$ cat config.mk
export PLATFORM = sky130hd
export DESIGN_NAME = fetch_unit
export DESIGN_NICKNAME = d
export VERILOG_FILES = /design/src/rtl/fetch_unit.sv
export SDC_FILE = /design/constraint.sdc
export NUM_CORES = 1
export LEC_CHECK = 0
export CORE_MARGIN = 2
export CORE_UTILIZATION = 41
export DETAILED_ROUTE_END_ITERATION = 10
export GPL_ROUTABILITY_DRIVEN = 0
export GPL_TIMING_DRIVEN = 0
export PLACE_DENSITY = 0.75
export SLEW_MARGIN = 10
export SYNTH_ARGS = -nofsm -noshare
export SYNTH_HDL_FRONTEND = slang
export SYNTH_SLANG_ARGS = --single-unit
$ cat constraint.sdc
create_clock -name clk -period 1.8 [get_ports clk]
set_input_delay 0.45 -clock clk [delete_from_list [all_inputs] [get_ports clk]]
set_output_delay 0.45 -clock clk [all_outputs]
set_load 0.01 [all_outputs]
$ cat src/rtl/fetch_unit.sv
// Instruction fetch stage: owns the PC, drives the combinational ROM address and
// presents each fetched word with its PC to decode over a valid/ready handshake.
module fetch_unit #(
    parameter int                    ADDR_WIDTH = 10,
    parameter int                    DATA_WIDTH = 10,
    parameter logic [ADDR_WIDTH-1:0] RESET_PC   = '0,
    parameter logic [DATA_WIDTH-1:0] HALT_WORD  = 10'b0010000010
) (
    input  logic                  clk,
    input  logic                  rst_n,
    input  logic                  run_en,
    output logic [ADDR_WIDTH-1:0] rom_address,
    input  logic [DATA_WIDTH-1:0] rom_read_data,
    input  logic                  redirect_valid,
    input  logic [ADDR_WIDTH-1:0] redirect_addr,
    output logic                  instr_valid,
    input  logic                  instr_ready,
    output logic [DATA_WIDTH-1:0] instr_data,
    output logic [ADDR_WIDTH-1:0] instr_pc,
    output logic                  halted,
    output logic [15:0]           fetch_count
);

    typedef enum logic [1:0] {
        ST_IDLE,
        ST_RUN,
        ST_HALTED
    } state_t;

    state_t                r_state;
    state_t                w_state_next;
    logic [ADDR_WIDTH-1:0] r_pc;
    logic                  r_instr_valid;
    logic [DATA_WIDTH-1:0] r_instr_data;
    logic [ADDR_WIDTH-1:0] r_instr_pc;
    logic [15:0]           r_fetch_count;

    logic                  w_load;
    logic                  w_flush;
    logic                  w_is_halt;
    logic                  w_halt_accept;

    assign w_is_halt = (rom_read_data == HALT_WORD);

    // NOTE: sequential state uses non-blocking assignments so every register
    // samples the pre-edge values of the others, independent of statement order.
    always_ff @(posedge clk or negedge rst_n) begin
        if (!rst_n) begin
            r_state <= ST_IDLE;
        end else begin
            r_state <= w_state_next;
        end
    end

    // NOTE: every signal driven here gets a default before the case, so no path
    // leaves it unassigned and no latch is inferred.
    always_comb begin
        w_state_next  = r_state;
        w_load        = 1'b0;
        w_flush       = 1'b0;
        w_halt_accept = 1'b0;
        case (r_state)
            ST_IDLE: begin
                if (run_en) begin
                    w_state_next = ST_RUN;
                end
            end
            ST_RUN: begin
                if (redirect_valid) begin
                    w_flush = 1'b1;
                end else if (!r_instr_valid || instr_ready) begin
                    w_load = 1'b1;
                    if (w_is_halt) begin
                        w_state_next = ST_HALTED;
                    end
                end
            end
            ST_HALTED: begin
                w_halt_accept = r_instr_valid && instr_ready;
            end
            default: begin
                w_state_next = ST_IDLE;
            end
        endcase
    end

    // Stall (valid && !ready) falls through every branch, so all registers hold.
    always_ff @(posedge clk or negedge rst_n) begin
        if (!rst_n) begin
            r_pc          <= RESET_PC;
            r_instr_valid <= 1'b0;
            r_instr_data  <= '0;
            r_instr_pc    <= '0;
            r_fetch_count <= '0;
        end else if (w_flush) begin
            r_pc          <= redirect_addr;
            r_instr_valid <= 1'b0;
        end else if (w_load) begin
            r_instr_data  <= rom_read_data;
            r_instr_pc    <= r_pc;
            r_instr_valid <= 1'b1;
            if (!w_is_halt) begin
                r_pc <= r_pc + 1'b1;
            end
            if (r_fetch_count != 16'hFFFF) begin
                r_fetch_count <= r_fetch_count + 16'd1;
            end
        end else if (w_halt_accept) begin
            r_instr_valid <= 1'b0;
        end
    end

    assign rom_address = r_pc;
    assign instr_valid = r_instr_valid;
    assign instr_data  = r_instr_data;
    assign instr_pc    = r_instr_pc;
    assign halted      = (r_state == ST_HALTED);
    assign fetch_count = r_fetch_count;

endmodule

==> run metrics <==
Clock transition at path regs about 0.09 ns; total grt overflow 0; Final setup viols 0; Gate Count Post-Synth ~250; Total Routing Usage GR around a fifth; Critical Path End Type flip-flop; routed len/inst about 14 um; RSZ-0062 raised after global routing yes; final worst-path cycle share ~100%; Post-Synth XOR/XNOR Area approximately 5.3%; Placeable Area 5440 um2; vias in the first global route about 2.1k; power share of the clock group about a quarter; Clock Path Buffers 2; largest net degree at the start of global routing 28; Max IR drop VDD around 0.48 mV; # IOs 73; FF+latch count, synth just under 50; first-pass GRT wire length ~9.8 mm; Final Hold Viols 0; Reg power frac a little under half; die area a little over 6000 um2; Layout Skew 0.00807 ns; Net Sw Power 952 uW; Place WS -0.758 ns; Synth Area in Adders 1.09%; most common cell after layout, fill and taps aside nand2_1; CP startpoint kind flip-flop; Min Hold Slack roughly 0.11 ns; CTS tree done; ANT cells 0; Layout Nets 370; Combinational Power Share 29.7%; share of cells above drive strength 1 17.7%; initial DRC count between 50 and 60; Synth Area in Compound Gates approximately 7.8%; top cells by area, synth dfrtp_1, nand2_1, nor2_1, xnor2_1, o21ai_0; slew margin rel. 62.3%; Die Ht just under 80 um; IO buf count between 70 and 80; Final Max Tran Viols 0; detailed-route wire length slightly below 6 mm; sw frac between 20% and 30%; # DRC 0; Hold Buf Count CTS 0; synthesis-to-layout area growth 51.1%; Pwr Density 934 nW/um2; main combinational cell family by area after synthesis simple AND/OR/NAND/NOR gates; final worst setup slack between 0.001 and 0.0015 ns; commonest cells after routing, fill and taps aside nand2_1, clkdlybuf4s50_1, dfrtp_1; Vias/cell 5.11; crit path kind flip-flop to flip-flop; CTS Buf Count 5; worst r2r src instr_valid; internal power approximately 2300 uW; Sink Count 49; initial antenna violation count 0; leakage between 0.0015 and 0.002 uW; Detail Placement HPWL between 4 and 5 mm; Mean Syn Cell Area 9.32 um2; total vias in the final route roughly 2.1k; mux contribution to synthesized area just under 2%; top cell type's share of synthesized area a little over half; Synth Area in Simple Gates 28.4%; Final ANT Viol Nets 0; Max Used Layer met4; FF-to-FF setup slack 0.001 ns; met3 routed WL roughly 270 um; Row Count 27; FF-to-FF path depth 6; drt pass-1 iters 4; WP data arrival around 2.0 ns; H-Tree Depth 2; sequential area share after synthesis a little over half; clk root buf clkbuf_8; Crit Path Max Fanout 7; Starting Density between 40% and 50%; worst-margin pin slew around 0.57 ns; Die W ~79 um; R2R Path End fetch_count[15]; f_max around 560 MHz; metal2 WL a little under 3 mm; crit path time final around 1.8 ns; Synth Warn # 0; max-cap viol count 0; CP Data Required Time between 1.5 and 2 ns; Mapped Nets approximately 270; Netlist cell types 33; clock latency on the worst-skew pair 0.30 ns; status completed; M1 WL ~2.6 mm; post-synth top area cell dfrtp_1; Hold Path Class primary input to asynchronous set/reset pin; Post-Syn Area about 2300 um2
-- state kept, by name, summed over array words and instances (netlist names) --
signal / cells
rom_address: 10
instr_data: 10
r_state: 2
fetch_count: 16
instr_valid: 1
instr_pc: 10
-- cell type report --
cell class	count	area [um2]
Multi-Input combinational cell	187	1100
Tap cell	72	90.1
Fill cell	467	1970
Buffer	5	32.5
Clock buffer	6	82.6
Timing Repair Buffer	91	871
Sequential cell	49	1240
Inverter	4	15.0
Clock inverter	2	37.5
-- power groups by stage --
| stage | clock network, uW | registers [uW] | logic (uW) |
|---|---|---|---|
| floorplan | 0 | 1530 | 293 |
| global placement | 0 | 1480 | 850 |
| detailed placement | 0 | 1490 | 878 |
| CTS | 839 | 1460 | 923 |
| global route | 885 | 1490 | 1050 |
| finish | 815 | 1460 | 962 |
-- cell usage after synthesis --
cell type / instances
or3_4: 1
nand4_1: 8
xnor2_1: 8
xor2_1: 6
a2111o_1: 1
and2_1: 2
clkbuf_1: 5
and3_1: 4
nand3_1: 10
a311oi_1: 2
inv_1: 4
a21oi_1: 6
dfrtp_1: 49
nand2b_2: 1
nor3_2: 1
nor3_1: 5
nor4b_1: 1
nor2_1: 19
o32ai_1: 1
o21ai_0: 11
o22ai_1: 2
mux2_2: 2
o211ai_1: 2
nor2b_1: 3
a211oi_1: 3
ha_1: 2
a31oi_1: 1
nor3_4: 1
nand2_1: 73
buf_6: 1
mux2_1: 2
and4_1: 5
nand2b_1: 4
-- logic make-up (layout without fill, tap and decap cells) --
logic type | count (synthesis) | count (layout)
and+or+nand+nor | 138 | 138
DFF | 49 | 49
buffers and inverters | 10 | 108
muxes | 4 | 4
adders and majority gates | 2 | 2
AOI/OAI and AO/OA | 29 | 29
xor gates and xnor gates | 14 | 14
-- routing by layer --
layer,GRT usage [%],vias to the layer above
li1,-,1033
met1,25.7,1025
met2,33.6,59
met3,3.86,9
met4,7.72,0
met5,0,-
-- worst max-delay path, cell delays in order (launching register included) --
cell	delay, ns
dfrtp_1	0.41
nor2b_4	0.14
or3_4	0.39
buf_8	0.15
nor3_4	0.15
nand4_1	0.14
mux2_4	0.31
-- through the flow --
stage | instance area [um2] | TNS (ns) | power, uW | utilization [%] | std cells
6_report | 3470 | 0 | 3240 | 63.7 | 416
5_1_grt | 3470 | -0.338 | 3430 | 63.7 | 416
4_1_cts | 3360 | -0.0132 | 3220 | 61.8 | 411
3_5_place_dp | 3130 | -20.28 | 2370 | 57.6 | 391
3_3_place_gp | 3120 | -74.50 | 2330 | 57.3 | 390
2_1_floorplan | 2310 | 0 | 1830 | - | 246
-- worst max-delay path by stage --
stage,slack [ns],from,cells after the start,endpoint
after detailed placement,-0.76,rom_read_data[0],6,rom_address[2]
after floorplan,0.004,r_state[1],6,fetch_count[15]
after CTS,-0.01,instr_valid,6,fetch_count[15]
final,0.001,instr_valid,6,fetch_count[15]
after global routing,-0.06,instr_valid,6,fetch_count[15]
after global placement,-1.13,rst_n,1,rom_address[8]
-- timing repair --
item,in CTS,in global routing
hold endpoints to repair,0,0
endpoints found under the setup margin,35,38
pin swaps,7,8
buffers inserted,12,6
resized for setup,14,26
No activity file was read; power rests on OpenSTA's default activity.
